$ cat src/rtl/audio_voice_ctrl.sv
// ============================================================================
// audio_voice_ctrl
//
// Multi-voice audio command controller. Decode strobes a command
// (cmd_valid + instruction bits); the addressed or auto-allocated channel
// loads volume, sound select and a note duration. Each channel then runs
// its own IDLE/PLAY(/FADE) state machine, timed by a shared tick prescaler.
//
// Optional feature macro: AUDIO_FADE_EN
//   defined   : an expired note enters FADE and its volume ramps down one
//               step per tick before the channel returns to IDLE.
//   undefined : an expired note goes straight to IDLE (default build).
//
// Ports
//   clk        system clock
//   reset      synchronous, active-high reset
//   cmd_valid  one-cycle command strobe from decode
//   cmd_inst   command word: vol[4:0] sel[8:5] dur[16:9] ch[19:17] auto[20]
//   ch_vol     per-channel volume, channel i at [i*VOL_W +: VOL_W]
//   ch_sel     per-channel sound select, channel i at [i*SEL_W +: SEL_W]
//   ch_active  channel i is not IDLE
//   ch_start   one-cycle retrigger pulse per channel
//   cmd_ch     channel used by the most recent accepted command
//   all_busy   no channel is IDLE
//
// The channel field is decoded as the full 3-bit slot [19:17] (enough for
// 8 voices). Any value >= NUM_CH, including ones whose upper bits fall
// outside CH_W, is treated as out of range and the command is dropped
// rather than aliased onto a lower channel.
// ============================================================================
module audio_voice_ctrl #(
  parameter int NUM_CH   = 4,
  parameter int VOL_W    = 5,
  parameter int SEL_W    = 4,
  parameter int DUR_W    = 8,
  parameter int TICK_DIV = 50000
) (
  input  logic                          clk,
  input  logic                          reset,
  input  logic                          cmd_valid,
  input  logic [25:0]                   cmd_inst,
  output logic [NUM_CH*VOL_W-1:0]       ch_vol,
  output logic [NUM_CH*SEL_W-1:0]       ch_sel,
  output logic [NUM_CH-1:0]             ch_active,
  output logic [NUM_CH-1:0]             ch_start,
  output logic [$clog2(NUM_CH)-1:0]     cmd_ch,
  output logic                          all_busy
);

  localparam int CH_W     = $clog2(NUM_CH);
  localparam int PS_W     = $clog2(TICK_DIV);
  localparam int VOL_LSB  = 0;
  localparam int SEL_LSB  = 5;
  localparam int DUR_LSB  = 9;
  localparam int CH_LSB   = 17;
  localparam int AUTO_BIT = 20;
  localparam logic [3:0]      NUM_CH_L = 4'(NUM_CH);
  localparam logic [CH_W-1:0] LAST_CH  = CH_W'(NUM_CH - 1);

  typedef enum logic [1:0] {
    ST_IDLE = 2'd0,
    ST_PLAY = 2'd1,
    ST_FADE = 2'd2
  } state_t;

  function automatic logic [VOL_W-1:0] sat_dec_vol(input logic [VOL_W-1:0] v);
    return (v == '0) ? '0 : v - 1'b1;
  endfunction

  function automatic logic [DUR_W-1:0] sat_dec_dur(input logic [DUR_W-1:0] d);
    return (d == '0) ? '0 : d - 1'b1;
  endfunction

  logic [PS_W-1:0]  presc;
  logic             tick;
  state_t           state_q [NUM_CH];
  logic [VOL_W-1:0] vol_q   [NUM_CH];
  logic [SEL_W-1:0] sel_q   [NUM_CH];
  logic [DUR_W-1:0] cnt_q   [NUM_CH];
  logic [CH_W-1:0]  steal_ptr;

  // The tick takes effect on the edge where the prescaler wraps to 0.
  assign tick = (presc == PS_W'(TICK_DIV - 1));

  // ---- p0: command decode and target selection (combinational) ----
  logic             vld_p0;
  logic [VOL_W-1:0] cmd_vol_p0;
  logic [SEL_W-1:0] cmd_sel_p0;
  logic [DUR_W-1:0] cmd_dur_p0;
  logic [2:0]       cmd_chf_p0;
  logic             cmd_auto_p0;
  logic             unused_inst;

  assign vld_p0      = cmd_valid;
  assign cmd_vol_p0  = cmd_inst[VOL_LSB +: VOL_W];
  assign cmd_sel_p0  = cmd_inst[SEL_LSB +: SEL_W];
  assign cmd_dur_p0  = cmd_inst[DUR_LSB +: DUR_W];
  assign cmd_chf_p0  = cmd_inst[CH_LSB +: 3];
  assign cmd_auto_p0 = cmd_inst[AUTO_BIT];
  assign unused_inst = ^cmd_inst[25:21];

  logic              idle_hit;
  logic [CH_W-1:0]   idle_idx;
`ifdef AUDIO_FADE_EN
  logic              fade_hit;
  logic [CH_W-1:0]   fade_idx;
`endif
  logic              tgt_ok_p0;
  logic [CH_W-1:0]   tgt_idx_p0;
  logic              steal_use_p0;
  logic [CH_W-1:0]   steal_next;
  logic [NUM_CH-1:0] hit_p0;

  always_comb begin
    idle_hit = 1'b0;
    idle_idx = '0;
`ifdef AUDIO_FADE_EN
    fade_hit = 1'b0;
    fade_idx = '0;
`endif
    // Scan high to low so the lowest matching index is the one kept.
    for (int i = NUM_CH - 1; i >= 0; i--) begin
      if (state_q[i] == ST_IDLE) begin
        idle_hit = 1'b1;
        idle_idx = CH_W'(i);
      end
`ifdef AUDIO_FADE_EN
      if (state_q[i] == ST_FADE) begin
        fade_hit = 1'b1;
        fade_idx = CH_W'(i);
      end
`endif
    end

    steal_next   = (steal_ptr == LAST_CH) ? '0 : steal_ptr + 1'b1;
    tgt_ok_p0    = 1'b0;
    tgt_idx_p0   = '0;
    steal_use_p0 = 1'b0;
    if (cmd_auto_p0) begin
      tgt_ok_p0 = 1'b1;
      if (idle_hit) begin
        tgt_idx_p0 = idle_idx;
`ifdef AUDIO_FADE_EN
      end else if (fade_hit) begin
        tgt_idx_p0 = fade_idx;
`endif
      end else begin
        tgt_idx_p0   = steal_ptr;
        steal_use_p0 = 1'b1;
      end
    end else begin
      tgt_ok_p0  = ({1'b0, cmd_chf_p0} < NUM_CH_L);
      tgt_idx_p0 = cmd_chf_p0[CH_W-1:0];
    end

    for (int i = 0; i < NUM_CH; i++) begin
      hit_p0[i] = vld_p0 && tgt_ok_p0 && (tgt_idx_p0 == CH_W'(i));
    end
  end

  // ---- p1: registered channel state, visible one cycle after the command ----
  always_ff @(posedge clk) begin
    if (reset) begin
      presc     <= '0;
      steal_ptr <= '0;
      cmd_ch    <= '0;
      ch_start  <= '0;
      for (int i = 0; i < NUM_CH; i++) begin
        state_q[i] <= ST_IDLE;
        vol_q[i]   <= '0;
        sel_q[i]   <= '0;
        cnt_q[i]   <= '0;
      end
    end else begin
      presc <= tick ? '0 : presc + 1'b1;

      if (vld_p0 && tgt_ok_p0) begin
        cmd_ch <= tgt_idx_p0;
        if (steal_use_p0) steal_ptr <= steal_next;
      end

      for (int i = 0; i < NUM_CH; i++) begin
        ch_start[i] <= hit_p0[i] && (cmd_vol_p0 != '0);
        if (hit_p0[i]) begin
          // A command always overrides a same-cycle expiry or fade step.
          if (cmd_vol_p0 == '0) begin
            state_q[i] <= ST_IDLE;
            vol_q[i]   <= '0;
            sel_q[i]   <= '0;
            cnt_q[i]   <= '0;
          end else begin
            state_q[i] <= ST_PLAY;
            vol_q[i]   <= cmd_vol_p0;
            sel_q[i]   <= cmd_sel_p0;
            cnt_q[i]   <= cmd_dur_p0;
          end
        end else if (tick) begin
          case (state_q[i])
            ST_PLAY: begin
              // cnt == 0 means sustain: no timer activity.
              if (cnt_q[i] != '0) begin
                cnt_q[i] <= sat_dec_dur(cnt_q[i]);
                if (cnt_q[i] == DUR_W'(1)) begin
`ifdef AUDIO_FADE_EN
                  state_q[i] <= ST_FADE;
`else
                  state_q[i] <= ST_IDLE;
                  vol_q[i]   <= '0;
                  sel_q[i]   <= '0;
`endif
                end
              end
            end
`ifdef AUDIO_FADE_EN
            ST_FADE: begin
              vol_q[i] <= sat_dec_vol(vol_q[i]);
              if (sat_dec_vol(vol_q[i]) == '0) begin
                state_q[i] <= ST_IDLE;
                sel_q[i]   <= '0;
              end
            end
`endif
            default: ;
          endcase
        end
      end
    end
  end

  for (genvar g = 0; g < NUM_CH; g++) begin : g_out
    assign ch_vol[g*VOL_W +: VOL_W] = vol_q[g];
    assign ch_sel[g*SEL_W +: SEL_W] = sel_q[g];
    assign ch_active[g]             = (state_q[g] != ST_IDLE);
  end

  assign all_busy = &ch_active;

endmodule
$ cat config.mk
export PLATFORM = sky130hd
export DESIGN_NAME = audio_voice_ctrl
export DESIGN_NICKNAME = d
export VERILOG_FILES = /design/src/rtl/audio_voice_ctrl.sv
export SDC_FILE = /design/constraint.sdc
export NUM_CORES = 1
export LEC_CHECK = 0
export BUFFER_PORTS_ARGS = -buffer_cell sky130_fd_sc_hd__clkbuf_2
export CORE_MARGIN = 4
export CORE_UTILIZATION = 57
export DETAILED_ROUTE_END_ITERATION = 8
export HOLD_SLACK_MARGIN = 0.03
export PLACE_DENSITY_LB_ADDON = 0.05
export SYNTH_ARGS = -nofsm -noshare
export SYNTH_HDL_FRONTEND = slang
export SYNTH_SLANG_ARGS = --single-unit
$ cat constraint.sdc
create_clock -name clk -period 3.75 [get_ports clk]
set_input_delay 0.375 -clock clk [delete_from_list [all_inputs] [get_ports clk]]
set_output_delay 0.375 -clock clk [all_outputs]
set_load 0.005 [all_outputs]
After elaboration in Yosys (flattened, before gate mapping)
Memories as Yosys holds them, arrays and structs flattened. Cells that the tools add are included.

Latch bits: 0. ROM bits: 0. Output and inout bits: 47. Flip-flop bits (word level): 24. RAM bits: 72. Memories kept: 4.

Memories: cnt_q (depth 4, bits a word 8, read ports 4, clocked after Yosys merged registers in 0, write ports 4, RTL line 79) `logic [DUR_W-1:0] cnt_q [NUM_CH];`; vol_q (depth 4, bits a word 5, read ports 4, clocked after Yosys merged registers in 0, write ports 4, RTL line 77) `logic [VOL_W-1:0] vol_q [NUM_CH];`; sel_q (depth 4, bits a word 4, read ports 4, clocked after Yosys merged registers in 0, write ports 4, RTL line 78) `logic [SEL_W-1:0] sel_q [NUM_CH];`; state_q (depth 4, bits a word 1, read ports 4, clocked after Yosys merged registers in 0, write ports 4, RTL line 76) `state_t state_q [NUM_CH];`.

$lt $le $gt $ge: 1. Div/mod/pow operators: 0. $add $sub $neg: 6. Multiply operators: 0. Shifts and indexed selects: 0. Mux-type cells: 146. Reduce and logical (&&, ||, !) cells: 31. Bitwise logic cells: 48. Equal/unequal tests: 13.

Operator list (number): 8-bit 2-to-1 mux (16); 1-bit 2-to-1 mux (99); 5-bit 2-to-1 mux (12); 4-bit 2-to-1 mux (12); 1-bit bitwise OR (48); 8-bit by 1-bit == test with 1-bit output (second input constant) (4); 8-bit logical NOT (4); 8-bit nonzero test (4); 8-bit by 1-bit subtractor with 8-bit output (second input constant) (4); 16-bit by 1-bit adder with 16-bit output (second input constant) (1); 16-bit == test (second input constant) (1); 2-bit 2-to-1 mux (7); 2-bit by 1-bit == test with 1-bit output (second input constant) (5); 2-bit logical NOT (5); 1-bit logical AND (9); 2-bit nonzero test (4); 2-bit == test (second input constant) (3); 5-bit logical NOT (1); 5-bit nonzero test (1); 4-bit AND reduction (1); 3-bit less-than comparator (second input constant) (1); 2-bit by 1-bit adder with 2-bit output (second input constant) (1); 2-bit AND reduction (1); 2-bit OR reduction (1).

Logic depth before layout (Yosys ltp)
An unclocked memory read counts as a cell.

Depth in word-level cells: 16. Depth in mapped cells: 7.

Worst setup path before layout
OpenSTA, ideal clock, no wires.

Path type: register to register. Start: memory cnt_q[1][2]. End: memory sel_q[1][0], enable pin. Library setup time: 391 ps. Stages on the path, launching flop included: 4. Data required time: 3359 ps. Setup slack: 993 ps. Arrival: 2367 ps. Buffers on the path: 0. Path through: edfxtp_1 -> or4_1 -> or4b_2 -> o21ai_0.

RTL lines (RTL line): start, declared (79); end, declared (78).

==> impl_metrics.py <==
metrics = {
    "sta": {
        "final-max-slew-violation-count": 0,
        "timing_worst_slew_pin_value_ns": 0.880,
        "fmax_mhz": 367,
        "final_worst_path_period_share": 0.726,
        "timing.max_slew.rel_slack": 0.410,
        "final.setup_skew_ns": 0.0133,
        "timing.final.setup_violations": 0,
        "final_hold_fails": 0,
        "holdWs_ns": 0.316,
        "final.setup.tns_ns": 0,
        "final_period_minus_worst_setup_slack_ns": 2.72,
        "grt_setup_unrepaired": "false",
    },
    "route": {
        "avgRoutedWirePerCell_um": 17.9,
        "routed_wirelength_mm": 11.3,
        "drc": 0,
        "drtPass1Iterations": 6,
        "antenna_violating_nets_post_route": 0,
        "route.vias.total": 3779,
        "routed_via_density": 5.97,
        "dr.first_iter.drc_count": 281,
    },
    "clocking": {
        "tritoncts": "yes",
        "cts_num_sinks": 96,
        "postCtsSetupRepairBufs": 0,
        "cts_made_buffers": 9,
        "ctsHtreeMaxLevel": 3,
        "clock_insertion_delay_worst_skew_ns": 0.36,
        "cts.reportedPaths.clkPinSlew_ns": 0.10,
        "cts_hold_buffers": 0,
        "clockBufferDepth": 2,
        "root_buffer": "sky130_fd_sc_hd__clkbuf_8",
        "cts_resized": 0,
    },
    "grt": {
        "antenna_found_initial": 0,
        "grt_start_max_net_pins": 21,
        "use_met3": 0.0434,
        "first_global_vias": 3573,
        "busiest_layer": "met2",
        "gr-usage-met2": 0.356,
        "grt.total_usage": 0.224,
        "first_pass_grt_wire_length_mm": 17.9,
        "grt_overflow_total": 0,
        "grt.met1_usage": 0.317,
    },
    "worst_setup_path": {
        "timing.critical_path.slowest_stage_cell": "sky130_fd_sc_hd__nor4_4",
        "timing.critical_path.slowest_cell_delay_ns": 0.63,
        "number_of_buffers_and_inverters_on_the_critical_path": 1,
        "timing.critical_path.max_delay_family": "simple AND/OR/NAND/NOR gates",
        "arrival_time_of_the_worst_setup_path_ns": 2.79,
        "crit_fanout": 10,
        "timing.critical_path.cells": "or4b_4, nor4_4, nand2_1, o211ai_1, buf_4",
        "setup.worst_path.class": "reg -> reg",
        "crit_path_required_time_ns": 3.82,
        "critical_path.endpoint_type": "flop",
        "worst_setup_path_start_kind": "flop",
    },
    "yosys": {
        "syn_avg_cell_area_um2": 10.9,
        "synth_enable_flop_cells": 72,
        "syn_area_mm2": 0.00497,
        "yosysWarnings": 0,
        "postSynthCellCount": 454,
        "syn_nets": 497,
        "synth.lib_cells_used.distinct": 54,
        "async_reset_ff_frac": 0,
        "most_frequently_used_flop_master_after_synthesis": "sky130_fd_sc_hd__edfxtp_1",
        "ys_ff_latch": 96,
        "synth_sequential_area_ratio": 0.532,
    },
    "placement": {
        "gp_routability_congestion": 0.832,
        "final_hpwl_dp_mm": 8.32,
        "port_buffers": 70,
        "placement.cell_area_mm2": 0.00542,
    },
    "floorplanning": {
        "top_level_ports": 76,
        "floorplan_row_count": 33,
        "core_area_mm2": 0.00834,
        "floorplan.initialDensity": 0.596,
        "die_extent_in_y_um": 101,
        "dieArea_mm2": 0.0103,
        "die_width_um": 101,
    },
    "power": {
        "fin_total_pwr_mw": 2.10,
        "power_density_normalized_to_cell_area_mw_per_mm2": 375,
        "vdd_ir_drop_max_uv": 194,
        "power.leakage_nw": 2.27,
    },
    "hold_path": {
        "min-delay-path-class": "in -> reg",
    },
    "run_status": {
        "outcome": "finished clean",
    },
    "job": {
        "drv_cap": 0,
    },
    "final_layout": {
        "layout.filler_cells": 657,
        "fin_area_mm2": 0.00560,
        "layout.cells.most_common_list": "72 x sky130_fd_sc_hd__edfxtp_1, 70 x sky130_fd_sc_hd__clkbuf_2, 36 x sky130_fd_sc_hd__nor2_1",
        "syn2layout_area_growth_pct": 12.7,
        "fin_nets": 566,
        "diodes": 0,
        "final_common_cell": "sky130_fd_sc_hd__edfxtp_1",
        "ratio_of_cells_with_drive_above_1_in_the_final_layout": 0.197,
        "finalCoreUtilization": 0.671,
    },
}
## registers in the layout, indices dropped and copies added (netlist names)
signal / count
ch_start: 4
cmd_ch: 2
cnt_q: 32
presc: 16
sel_q: 16
state_q: 4
steal_ptr: 2
vol_q: 20
## cell families (layout without fill, tap and decap cells)
| logic type | count (synthesis) | count (layout) | share of synthesized area |
|---|---|---|---|
| multiplexers | 16 | 16 | 0.0325 |
| flip-flops | 96 | 96 | 0.532 |
| AO/OA/AOI/OAI | 69 | 69 | 0.102 |
| AND/OR/NAND/NOR | 180 | 180 | 0.201 |
| buffers and inverters | 46 | 120 | 0.0395 |
| adder cells (fa/ha/maj) | 14 | 14 | 0.0353 |
| XOR/XNOR | 33 | 33 | 0.0582 |
## worst paths after layout
| check | cells after the start | slack, ns | from | end |
|---|---|---|---|---|
| worst max-delay path | 5 | 1.03 | presc[5]$_SDFF_PP0_ | vol_q[0][1]$_SDFFCE_PP0P_ |
| worst min-delay path | 2 | 0.32 | cmd_inst[8] | sel_q[1][3]$_SDFFCE_PP0P_ |
| worst max register to register | 5 | 1.03 | presc[5]$_SDFF_PP0_ | vol_q[0][1]$_SDFFCE_PP0P_ |
| worst min register to register | 2 | 0.47 | cmd_ch[1]$_SDFFE_PP0P_ | cmd_ch[1]$_SDFFE_PP0P_ |
## worst register-to-register path, cell delays in order (launching register included)
cell and delay [ns]:
sky130_fd_sc_hd__dfxtp_1 0.39, sky130_fd_sc_hd__or4b_4 0.60, sky130_fd_sc_hd__nor4_4 0.63, sky130_fd_sc_hd__nand2_1 0.32
sky130_fd_sc_hd__o211ai_1 0.26, sky130_fd_sc_hd__buf_4 0.23
## metrics by stage
step                setup slack (ns)  instances
finish                          1.03        633
global route                   0.876        633
CTS                             1.05        633
detailed placement              1.08        617
global placement                1.14        617
floorplan                      0.993        454
## Yosys cell counts, drive strengths merged (5+ instances only)
cell type	count	share of area
edfxtp	72	0.44
nor2	36	0.027
nand2	28	0.021
dfxtp	24	0.097
inv	23	0.017
nand3	19	0.019
xor2	19	0.034
nor3	17	0.017
o31ai	17	0.026
and2	15	0.019
mux2i	15	0.030
and3	14	0.018
ha	14	0.035
xnor2	14	0.025
clkbuf	13	0.0098
nor4	13	0.019
buf	10	0.012
nand4	9	0.011
o211ai	8	0.012
a21oi	7	0.0071
and4	7	0.012
a211oi	5	0.0086
a31oi	5	0.0063
o2111ai	5	0.0088
or4	5	0.0076
## layout make-up
cell class,count,area [um2],area share
inverter,23,86.3,0.0154
multi-input combinational,312,2130,0.380
clock inverter,7,53.8,0.00961
sequential,96,2640,0.472
clock buffer,9,124,0.0221
timing repair buffer,81,433,0.0773
tap,105,131,0.0235
## power by group
part | leakage (nW) | internal, mW | total (mW) | switching [mW]
clock | 0.0896 | 0.248 | 0.625 | 0.376
sequential | 0.948 | 1.20 | 1.23 | 0.0385
combinational | 1.23 | 0.0904 | 0.241 | 0.151
total | 2.27 | 1.53 | 2.10 | 0.565
## metal layers
layer / part of all wire / vias up / wire length (um)
met1: 0.46 / 1785 / 5220
met3: 0.072 / 13 / 810
met5: 0 / - / 0
met4: 0.013 / 0 / 142
li1: - / 1835 / -
met2: 0.45 / 146 / 5140
Power figures use the tool's default switching activity.
